--- src/rtl/xor_stream_loader.sv ---
// Serial transmitter for the cipher core's load interface: a parallel key and
// message go out MSB first, framed by the load_key / load_msg strobes.
module xor_stream_loader #(
    parameter int KEY_SIZE = 32,
    parameter int MSG_SIZE = 512
) (
    input  logic                clk,
    input  logic                rst_n,
    input  logic                ena,
    input  logic [KEY_SIZE-1:0] iKey,
    input  logic [MSG_SIZE-1:0] iMessage,
    input  logic                iStart,
    output logic                oReady,
    output logic                oSerial_data,
    output logic                oLoad_key,
    output logic                oLoad_msg,
    output logic                oDone
);
    // state  | meaning
    // S_IDLE | waiting for an accepted start, oReady high
    // S_KEY  | shifting out KEY_SIZE key bits
    // S_GAP  | one quiet cycle between key and message frames
    // S_MSG  | shifting out MSG_SIZE message bits
    // S_DONE | one cycle that produces the oDone pulse

    localparam int MAX_SIZE = (KEY_SIZE > MSG_SIZE) ? KEY_SIZE : MSG_SIZE;
    localparam int CNT_W    = $clog2(MAX_SIZE) + 1;

    typedef enum logic [2:0] {S_IDLE, S_KEY, S_GAP, S_MSG, S_DONE} state_t;

    state_t              state_q, state_d;
    logic [KEY_SIZE-1:0] key_sr_q, key_sr_d;
    logic [MSG_SIZE-1:0] msg_sr_q, msg_sr_d;
    logic [CNT_W-1:0]    cnt_q, cnt_d;
    logic                ready_q, ready_d;
    logic                serial_q, serial_d;
    logic                load_key_q, load_key_d;
    logic                load_msg_q, load_msg_d;
    logic                done_q, done_d;

    always_comb begin
        state_d    = state_q;
        key_sr_d   = key_sr_q;
        msg_sr_d   = msg_sr_q;
        cnt_d      = cnt_q;
        ready_d    = ready_q;
        serial_d   = serial_q;
        load_key_d = load_key_q;
        load_msg_d = load_msg_q;
        done_d     = done_q;

        if (ena) begin
            case (state_q)
                S_IDLE: begin
                    if (iStart) begin
                        key_sr_d = iKey;
                        msg_sr_d = iMessage;
                        cnt_d    = '0;
                        state_d  = S_KEY;
                    end
                end
                S_KEY: begin
                    key_sr_d = {key_sr_q[KEY_SIZE-2:0], 1'b0};
                    if (cnt_q == CNT_W'(KEY_SIZE - 1)) begin
                        cnt_d   = '0;
                        state_d = S_GAP;
                    end else begin
                        cnt_d = cnt_q + CNT_W'(1);
                    end
                end
                S_GAP: begin
                    cnt_d   = '0;
                    state_d = S_MSG;
                end
                S_MSG: begin
                    msg_sr_d = {msg_sr_q[MSG_SIZE-2:0], 1'b0};
                    if (cnt_q == CNT_W'(MSG_SIZE - 1)) begin
                        cnt_d   = '0;
                        state_d = S_DONE;
                    end else begin
                        cnt_d = cnt_q + CNT_W'(1);
                    end
                end
                S_DONE:  state_d = S_IDLE;
                default: state_d = S_IDLE;
            endcase

            // Stream outputs reflect the state being left, so the first key bit
            // lands one cycle after the accepting edge; oReady tracks the new state.
            ready_d    = (state_d == S_IDLE);
            load_key_d = (state_q == S_KEY);
            load_msg_d = (state_q == S_MSG);
            done_d     = (state_q == S_DONE);
            serial_d   = ((state_q == S_KEY) && key_sr_q[KEY_SIZE-1]) ||
                         ((state_q == S_MSG) && msg_sr_q[MSG_SIZE-1]);
        end
    end

    always_ff @(posedge clk) begin
        if (!rst_n) begin
            state_q    <= S_IDLE;
            key_sr_q   <= '0;
            msg_sr_q   <= '0;
            cnt_q      <= '0;
            ready_q    <= 1'b1;
            serial_q   <= 1'b0;
            load_key_q <= 1'b0;
            load_msg_q <= 1'b0;
            done_q     <= 1'b0;
        end else begin
            state_q    <= state_d;
            key_sr_q   <= key_sr_d;
            msg_sr_q   <= msg_sr_d;
            cnt_q      <= cnt_d;
            ready_q    <= ready_d;
            serial_q   <= serial_d;
            load_key_q <= load_key_d;
            load_msg_q <= load_msg_d;
            done_q     <= done_d;
        end
    end

    assign oReady       = ready_q;
    assign oSerial_data = serial_q;
    assign oLoad_key    = load_key_q;
    assign oLoad_msg    = load_msg_q;
    assign oDone        = done_q;

endmodule

--- config.mk ---
export PLATFORM = sky130hd
export DESIGN_NAME = xor_stream_loader
export DESIGN_NICKNAME = d
export VERILOG_FILES = /design/src/rtl/xor_stream_loader.sv
export SDC_FILE = /design/constraint.sdc
export NUM_CORES = 1
export LEC_CHECK = 0
export CAP_MARGIN = 15
export CORE_MARGIN = 4
export CORE_UTILIZATION = 54
export DETAILED_ROUTE_END_ITERATION = 10
export PLACE_DENSITY = 0.82
export SLEW_MARGIN = 10
export SYNTH_ARGS = -nofsm -noshare
export SYNTH_HDL_FRONTEND = slang
export SYNTH_SLANG_ARGS = --single-unit
--- constraint.sdc ---
create_clock -name clk -period 3.1 [get_ports clk]
set_input_delay 0.62 -clock clk [delete_from_list [all_inputs] [get_ports clk]]
set_output_delay 0.62 -clock clk [all_outputs]
set_load 0.01 [all_outputs]
# [After elaboration in Yosys (flattened, before gate mapping)]
# Index checks and enable logic that the tools add are counted.
[op_classes] add_sub_neg=1 n_eq_ne=7 n_mux=13 n_reduce_logical=11
[ops] op="$pmux 512 s2" n=1
[ops] op="$mux 512" n=1
[ops] op="$pmux 32 s2" n=1
[ops] op="$pmux 10 s4" n=1
[ops] op="$mux 32" n=1
[ops] op="$mux 10" n=3
[ops] op="$mux 3" n=4
[ops] op="$pmux 3 s4" n=1
[ops] op="$add 10x1->10 const B" n=1
[ops] op="$eq 10x5->1 const B" n=1
[ops] op="$eq 10x9->1 const B" n=1
[ops] op="$reduce_and 3->1" n=3
[ops] op="$eq 3x2->1 const B" n=2
[ops] op="$logic_not 3->1" n=2
[ops] op="$reduce_bool 2->1" n=2
[ops] op="$reduce_bool 4->1" n=1
[ops] op="$eq 3x1->1 const B" n=1
[ops] op="$eq 3x3->1 const B" n=1
[ops] op="$logic_and 1x1->1" n=2
[ops] op="$ne 2x2->1 const B" n=1
[ops] op="$logic_or 1x1->1" n=1
[totals] ff_bits=562 input_bits=548

# [Depth between registers and ports, before layout]
# Gate-level depths: netlist (run 1).
[logic_depth] depth_word=5 ltp_mapped=9 mapped_depth_nobuf=6

# [Worst setup path before layout (run 1)]
# No wires, ideal clock.
[synth_path] path_kind="in2reg" start="input port ena" end="register msg_sr_q[504]" setup_ns=0.134 arrival_time_ns=1.818 required_time_ns=2.966 path_slack_ns=1.148 stages=6 path_buffers=3 cell_sequence="nor2b_1 > a21boi_2 > buf_2 > clkbuf_1 > buf_2 > a311oi_1"
[synth_between] elab_chain_cells=1
[synth_lines] element="from (decl)" line_no="9" source="input logic ena,"
[synth_lines] element="$reduce_and 3->1 (no line)"
[synth_lines] element="to (signal assigned)" line_no="113" source="msg_sr_q <= msg_sr_d;"
[synth_lines] element="to (decl)" line_no="33" source="logic [MSG_SIZE-1:0] msg_sr_q, msg_sr_d;"
# No other way between the ends.
# A chain may end at the register's enable or synchronous reset.

# [Worst setup path after layout (run 1)]
[layout_path] start="register state_q[2]" end="register msg_sr_q[56]"
[layout_between] elab_chain_cells=3
[layout_lines] element="from (decl)" line_no="31" source="state_t state_q, state_d;"
[layout_lines] element="from (signal assigned)" line_no="111" source="state_q <= state_d;"
[layout_lines] element="$eq 3x2->1 / $logic_not 3->1 (equally long branches)" line_no="53" source="case (state_q)"
[layout_lines] element="$reduce_bool 2->1 (no line) / $ne 2x2->1 (equally long branches)"
[layout_lines] element="$reduce_and 3->1 (no line)"
# Parallel ways exist; a longest one is shown, timed or not.

==> run summary, run 1 <==
### Cells and area
* final standard cell area without fillers: 0.0318 mm2
* proportion of layout cells with a drive suffix above 1: 4.80%
* most common cell after layout, fill and taps aside: sky130_fd_sc_hd__nand2_1
* top library cells by usage in the layout, fill and taps aside: 1,036 x sky130_fd_sc_hd__nand2_1, 562 x sky130_fd_sc_hd__dfxtp_1, 552 x sky130_fd_sc_hd__clkdlybuf4s50_1
* Final #Nets: 4,024
* Layout Area Growth over Synthesis: 32.6%
* fraction of the core area covered by cells at the end of the flow: 72.2%

### STA
* fin crit period: 2.41 ns
* setup violation total in the final timing report: 0
* Max Clock Skew: 0.0198 ns
* unrepaired setup endpoints after global routing: false
* Tcrit/Tclk final: 77.7%
* hold slack final: 0.467 ns
* slew at the pin closest to its max-slew limit: 0.661 ns
* Slew HR: 55.6%
* Fmax: 415 MHz
* number of hold-slack violations in the final timing report: 0
* pins over their slew limit: 0
* Final TNS setup: 0 ns

### Placed design
* GP Congestion: 0.870
* count of port buffers added during placement: 552
* DPL Wire Length: 50,300 um
* Placed Area: 0.0299 mm2

### Global route
* leftover overflow at the end of global routing: 0
* number of antenna violations at the first check in global routing: 8
* met3 Use GR: 4.39%
* met1 demand-to-capacity share in global routing: 37.0%
* vias in the first global route: 22,438
* grt peak-use layer: met2
* global-route wire length before repair: 114,000 um
* met2 Track Usage GR: 47.0%
* pin count of the biggest net entering global routing: 156
* total routing usage reported by global routing: 28.7%

### Floorplanning
* total die area: 0.0479 mm2
* y dimension of the die: 219 um
* area of the core: 0.0441 mm2
* die span in x: 219 um
* initial core utilization: 54.4%
* std cell rows: 77
* Top-Level Pins: 553

### Yosys
* number of flops mapped to enable cells by yosys: 0
* cell area after technology mapping: 0.0240 mm2
* leading cell types by total area after synthesis: sky130_fd_sc_hd__dfxtp_1 47%, sky130_fd_sc_hd__a311oi_1 19%, sky130_fd_sc_hd__nand2_1 16%
* average cell area after synthesis: 7.73 um2
* predominant post-synthesis flop cell: sky130_fd_sc_hd__dfxtp_1
* Distinct cells, synth: 44
* share of async-settable or async-resettable flops after synthesis: 0%
* synthesized flop and latch total: 562
* number of nets produced by synthesis: 3,658
* share of the yosys chip area belonging to registers: 46.8%
* Syn. warnings: 0
* Yosys top cell area share: 46.8%
* most area-hungry cell type in the Yosys netlist: sky130_fd_sc_hd__dfxtp_1
* gate count after technology mapping: 3,109

### Clocking
* CTS H-tree depth: 2
* clock tree from TritonCTS: done
* buffer depth of the longest clock path: 3
* Worst-Skew Late Latency: 0.61 ns
* Post-CTS Setup Inserts: 0
* clk sinks: 562
* total clock buffers created by CTS: 56
* CTS root buf: sky130_fd_sc_hd__clkbuf_16
* clk slew on worst S/H paths: 0.06 ns
* hold buffer count at cts: 0
* Post-CTS Resized: 0

### Worst setup path
* nature of the critical path startpoint: flip-flop
* reg-to-reg critical path startpoint: state_q[2]
* dominant delay contributor by cell family on the critical path: simple AND/OR/NAND/NOR gates
* maximum fanout encountered on the critical timing path: 70
* Critical Setup Path Class: flip-flop to flip-flop
* highest cell delay on the worst timing path: 0.62 ns
* crit path capture type: flip-flop
* Crit path buffers/inverters: 1
* cell at the slowest stage of the critical path: sky130_fd_sc_hd__buf_4
* required arrival time at the worst endpoint: 3.60 ns
* endpoint of the worst register-to-register path: msg_sr_q[56]
* CP Cell Sequence: nand2b_4 > or2_4 > buf_4 > nand2_1 > a311oi_1
* worst path arrival time: 2.91 ns
* R2R depth: 5
* setup slack of the most critical reg-to-reg path: 0.69 ns

### Power and ir drop
* Power per Cell Area: 543 mW/mm2
* internal cell power: 13,100 uW
* portion of total power attributed to sequential cells: 46.4%
* leakage power: 0.0118 uW
* Net Sw Power: 4190 uW
* proportion of power drawn by combinational gates: 12.7%
* IR drop worst, VDD: 0.386 mV
* switch share: 24.2%
* part of the total power dissipated in the clock network: 40.8%

### Routing
* post-detailed-route DRC marker count: 0
* number of antenna-violating nets in the routed design: 0
* Detailed Route Iter0 Violations: 2,704
* detailed-routing iteration count for the pre-antenna-repair pass: 7
* via count: 23,955
* total wirelength of the detailed-routed design: 73,000 um
* average wire per standard cell: 17.7 um
* vias per std cell: 5.81

### Status
* run status: completed

### Min path
* worst hold path class: flip-flop to flip-flop
* end of the worst hold path: msg_sr_q[2]
* Min-Delay Startpoint: msg_sr_q[1]
* worst hold path stage count: 2

### Flow run
* max_cap viols: 0

==> power by group through the flow <==
| stage | registers (uW) | logic [uW] | clock network [uW] |
|---|---|---|---|
| final | 8040 | 2200 | 7070 |
| after global placement | 8150 | 2100 | 0 |
| after detailed placement | 8180 | 2170 | 0 |
| after global routing | 8090 | 2410 | 7420 |
| after CTS | 8030 | 2190 | 7150 |
| after floorplan | 8100 | 1140 | 0 |
==> synth_stat cells, types with 2 or more instances <==
| cell | number |
|---|---|
| sky130_fd_sc_hd__o21a_1 | 2 |
| sky130_fd_sc_hd__mux2i_1 | 33 |
| sky130_fd_sc_hd__a21oi_1 | 9 |
| sky130_fd_sc_hd__nor3_1 | 6 |
| sky130_fd_sc_hd__inv_1 | 2 |
| sky130_fd_sc_hd__a311oi_1 | 511 |
| sky130_fd_sc_hd__clkbuf_1 | 199 |
| sky130_fd_sc_hd__nand2b_1 | 4 |
| sky130_fd_sc_hd__or3_1 | 2 |
| sky130_fd_sc_hd__nand2_1 | 1036 |
| sky130_fd_sc_hd__a31oi_1 | 6 |
| sky130_fd_sc_hd__nor2b_1 | 4 |
| sky130_fd_sc_hd__nand3_1 | 10 |
| sky130_fd_sc_hd__nand4_1 | 3 |
| sky130_fd_sc_hd__nor2_1 | 552 |
| sky130_fd_sc_hd__or4_1 | 5 |
| sky130_fd_sc_hd__dfxtp_1 | 562 |
| sky130_fd_sc_hd__buf_2 | 80 |
| sky130_fd_sc_hd__o21ai_0 | 3 |
| sky130_fd_sc_hd__buf_1 | 24 |
| sky130_fd_sc_hd__o31ai_1 | 2 |
| sky130_fd_sc_hd__a211oi_1 | 32 |
==> how the worst max path moves through the flow <==
stage | end | cells past startpoint | startpoint | slack [ns]
global placement | msg_sr_q[200] | 7 | ena | 0.49
CTS | msg_sr_q[56] | 5 | state_q[2] | 0.68
floorplan | msg_sr_q[504] | 6 | ena | 1.15
detailed placement | msg_sr_q[318] | 7 | ena | 0.42
finish | msg_sr_q[56] | 5 | state_q[2] | 0.69
global route | msg_sr_q[56] | 5 | state_q[2] | 0.52
==> kinds of logic after synthesis <==
logic type	after synthesis	synth area share, %
AO/OA/AOI/OAI	574	20.5
adder cells (fa/ha/maj)	1	0.0521
buffers and inverters	308	5.28
flip-flops	562	46.8
multiplexers	33	1.38
AND/OR/NAND/NOR	1631	25.9
==> registers in the layout (all words and copies together) (netlist names) <==
register and cells:
oDone 1, oLoad_msg 1, cnt_q 10, oReady 1, state_q 3, oLoad_key 1, msg_sr_q 512, oSerial_data 1
key_sr_q 32
==> final cells by class <==
cell class,instances,area [um2]
Sequential cell,562,11300
Timing Repair Buffer,613,6350
Clock inverter,23,253
Fill cell,3281,12300
Tap cell,592,741
Antenna cell,9,22.5
Inverter,3,18.8
Clock buffer,81,1690
Multi-Input combinational cell,2239,11500
==> worst min-delay path, delay by kind of cell (launching register included) <==
family,cells,cell delay [ns]
AOI/OAI and AO/OA,1,0.07
DFF,1,0.31
and+or+nand+nor,1,0.05
==> routing by layer <==
layer | wire length (um) | part of all wire, %
met5 | 0 | 0
met4 | 3540 | 4.8
met3 | 5530 | 7.6
met2 | 34500 | 47
met1 | 29500 | 40
==> metrics by stage <==
| stage | cells | total power [uW] | setup WS [ns] |
|---|---|---|---|
| 2_1_floorplan | 3109 | 9240 | 1.15 |
| 3_3_place_gp | 4008 | 10300 | 0.494 |
| 3_5_place_dp | 4008 | 10300 | 0.422 |
| 4_1_cts | 4112 | 17400 | 0.681 |
| 5_1_grt | 4121 | 17900 | 0.522 |
| 6_report | 4122 | 17300 | 0.693 |
Note: power is estimated with default switching activity, not from simulation.
==> inputs of run 2 (changes only) <==
--- a/config.mk
+++ b/config.mk
@@ -7,9 +7,9 @@
 export LEC_CHECK = 0
 export CAP_MARGIN = 15
 export CORE_MARGIN = 4
-export CORE_UTILIZATION = 54
+export CORE_UTILIZATION = 51
 export DETAILED_ROUTE_END_ITERATION = 10
-export PLACE_DENSITY = 0.82
+export PLACE_DENSITY = 0.78
 export SLEW_MARGIN = 10
 export SYNTH_ARGS = -nofsm -noshare
 export SYNTH_HDL_FRONTEND = slang
==> constraint.sdc (replaced) <==
create_clock -name clk -period 2.5 [get_ports clk]
set_input_delay 0.5 -clock clk [delete_from_list [all_inputs] [get_ports clk]]
set_output_delay 0.5 -clock clk [all_outputs]
set_load 0.01 [all_outputs]
==> run 2 against run 1 <==
  * Worst setup slack got worse by 0.33 ns
  * Clock power increased by 21%
  * Critical endpoint is now msg_sr_q[209]
  * Die area is 5.7% higher
  * Global-route usage decreased by 1.2 points
  * Register-to-register slack worse by 0.33 ns
  * Worst hold slack gained 0.0033 ns
  * First-iteration DRC count down 11%
  * Non-clock buffer count is 31 higher
  * Largest power group unchanged
==> run summary, run 2 (same netlist as run 1, synthesis figures left out) <==
### Status
* run status: completed, unchanged

### Floorplanning
* total die area: 0.0506 mm2, was 0.0479 mm2
* initial core utilization: 51.6%, was 54.4%
* die span in x: 225 um, was 219 um
* Top-Level Pins: 553, unchanged
* std cell rows: 79, was 77
* y dimension of the die: 225 um, was 219 um
* area of the core: 0.0466 mm2, was 0.0441 mm2

### STA
* pins over their slew limit: 0, unchanged
* Tcrit/Tclk final: 85.4%, was 77.7%
* number of hold-slack violations in the final timing report: 0, unchanged
* Max Clock Skew: 0.0159 ns, was 0.0198 ns
* slew at the pin closest to its max-slew limit: 0.588 ns, was 0.661 ns
* setup violation total in the final timing report: 0, unchanged
* fin crit period: 2.13 ns, was 2.41 ns
* hold slack final: 0.470 ns, was 0.467 ns
* Fmax: 468 MHz, was 415 MHz
* unrepaired setup endpoints after global routing: false, unchanged
* Slew HR: 60.5%, was 55.6%

### Cells and area
* most common cell after layout, fill and taps aside: sky130_fd_sc_hd__nand2_1, unchanged
* Layout Area Growth over Synthesis: 34.0%, was 32.6%
* proportion of layout cells with a drive suffix above 1: 5.41%, was 4.80%
* Non-Filler Instances: 4,159, was 4,122
* Final #Nets: 4,055, was 4,024
* top library cells by usage in the layout, fill and taps aside: 1,036 x sky130_fd_sc_hd__nand2_1, 562 x sky130_fd_sc_hd__dfxtp_1, 552 x sky130_fd_sc_hd__clkdlybuf4s50_1, unchanged
* filler instances: 3,631, was 3,281
* Largest Register: msg_sr_q, unchanged
* biggest registers after layout: msg_sr_q x512, key_sr_q x32, cnt_q x10, unchanged
* flip-flop count of the largest register, all copies and words added: 512, unchanged

### Worst setup path
* reg-to-reg critical path startpoint: state_q[2], unchanged
* launching element of the worst setup path: state_q[2], unchanged
* required arrival time at the worst endpoint: 2.98 ns, was 3.60 ns
* crit path capture type: flip-flop, unchanged
* worst path arrival time: 2.62 ns, was 2.91 ns
* Critical Setup Path Class: flip-flop to flip-flop, unchanged
* R2R depth: 6, was 5
* maximum fanout encountered on the critical timing path: 60, was 70
* nature of the critical path startpoint: flip-flop, unchanged

### Global route
* global-route wire length before repair: 116,000 um, was 114,000 um
* number of antenna violations at the first check in global routing: 5, was 8
* pin count of the biggest net entering global routing: 120, was 156
* total routing usage reported by global routing: 27.5%, was 28.7%
* leftover overflow at the end of global routing: 0, unchanged
* vias in the first global route: 22,890, was 22,438

### Routing
* detailed-routing iteration count for the pre-antenna-repair pass: 6, was 7
* Detailed Route Iter0 Violations: 2,418, was 2,704
* vias per std cell: 5.79, was 5.81
* post-detailed-route DRC marker count: 0, unchanged
* via count: 24,065, was 23,955
* average wire per standard cell: 17.8 um, was 17.7 um
* total wirelength of the detailed-routed design: 74,200 um, was 73,000 um
* number of antenna-violating nets in the routed design: 0, unchanged

### Placed design
* DPL Wire Length: 52,300 um, was 50,300 um
* GP Congestion: 0.866, was 0.870
* count of port buffers added during placement: 552, unchanged
* number of cells after detailed placement: 4,055, was 4,008

### Min path
* Min-Delay Startpoint: msg_sr_q[458], was msg_sr_q[1]
* worst hold path stage count: 2, unchanged
* worst hold path class: flip-flop to flip-flop, unchanged

### Power and ir drop
* proportion of power drawn by combinational gates: 13.1%, was 12.7%
* Power per Cell Area: 661 mW/mm2, was 543 mW/mm2
* leakage power: 0.0119 uW, was 0.0118 uW
* portion of total power attributed to sequential cells: 46.8%, was 46.4%
* internal cell power: 16,100 uW, was 13,100 uW
* IR drop worst, VDD: 0.652 mV, was 0.386 mV
* Net Sw Power: 5140 uW, was 4190 uW
* switch share: 24.2%, about the same
* part of the total power dissipated in the clock network: 40.1%, was 40.8%

### Clocking
* hold buffer count at cts: 0, unchanged
* Post-CTS Setup Inserts: 0, unchanged
* CTS H-tree depth: 2, unchanged
* CTS root buf: sky130_fd_sc_hd__clkbuf_16, unchanged
* clk sinks: 562, unchanged
* buffer depth of the longest clock path: 3, unchanged
* total clock buffers created by CTS: 56, unchanged
* clock tree from TritonCTS: done, unchanged
* Post-CTS Resized: 0, unchanged
* clk slew on worst S/H paths: 0.06 ns, about the same
* Worst-Skew Late Latency: 0.59 ns, was 0.61 ns

### Flow run
* max_cap viols: 0, unchanged

[run 2: stage by stage]
stage | area [um2] | utilization [%] | total power, uW | setup WS (ns) | setup TNS [ns]
2_1_floorplan | 24000 | - | 11500 | 0.668 | 0
3_3_place_gp | 30300 | 65.1 | 12800 | 0.0228 | 0
3_5_place_dp | 30300 | 65.1 | 12900 | -0.0593 | -1.13
4_1_cts | 32200 | 69.1 | 21400 | 0.367 | 0
5_1_grt | 32200 | 69.1 | 22100 | 0.222 | 0
6_report | 32200 | 69.1 | 21300 | 0.365 | 0
[run 2: layout make-up]
| type | count | area [um2] | share of cell area, % |
|---|---|---|---|
| diodes | 2 | 5.00 | 0.0156 |
| clock buffers | 88 | 1720 | 5.35 |
| clock inverters | 14 | 155 | 0.482 |
| inverters | 3 | 18.8 | 0.0583 |
| multi-input cells | 2239 | 11500 | 35.8 |
| flip-flops and latches | 562 | 11300 | 35.0 |
| well taps | 607 | 759 | 2.36 |
| repair buffers | 644 | 6740 | 20.9 |
[run 2: worst max-delay path, stage by stage, from the launching register on]
cell and delay (ns):
sky130_fd_sc_hd__dfxtp_1 0.40, sky130_fd_sc_hd__nand2b_4 0.22, sky130_fd_sc_hd__or2_4 0.39, sky130_fd_sc_hd__buf_12 0.27
sky130_fd_sc_hd__buf_12 0.27, sky130_fd_sc_hd__nand2_1 0.13, sky130_fd_sc_hd__a311oi_1 0.29
[run 2: power groups by stage]
| stage | Sequential [uW] | Clock, uW | Combinational (uW) |
|---|---|---|---|
| floorplan | 10000 | 0 | 1410 |
| global placement | 10100 | 0 | 2660 |
| detailed placement | 10100 | 0 | 2750 |
| CTS | 9960 | 8650 | 2780 |
| global route | 10000 | 9030 | 3040 |
| finish | 9960 | 8530 | 2790 |
[run 2: final timing paths]
kind | end | slack (ns)
setup / recovery | msg_sr_q[209] | 0.37
hold / removal | msg_sr_q[459] | 0.47
hold reg to reg | msg_sr_q[459] | 0.47
setup reg to reg | msg_sr_q[209] | 0.37
[run 2: metal layers]
metal	track usage (%)	vias to the layer above	share of wire (%)
met2	45.4	960	47
met4	12.3	8	4.5
met3	4.90	186	7.6
li1	-	11644	-
met5	0	-	0.085
met1	35.4	11267	40
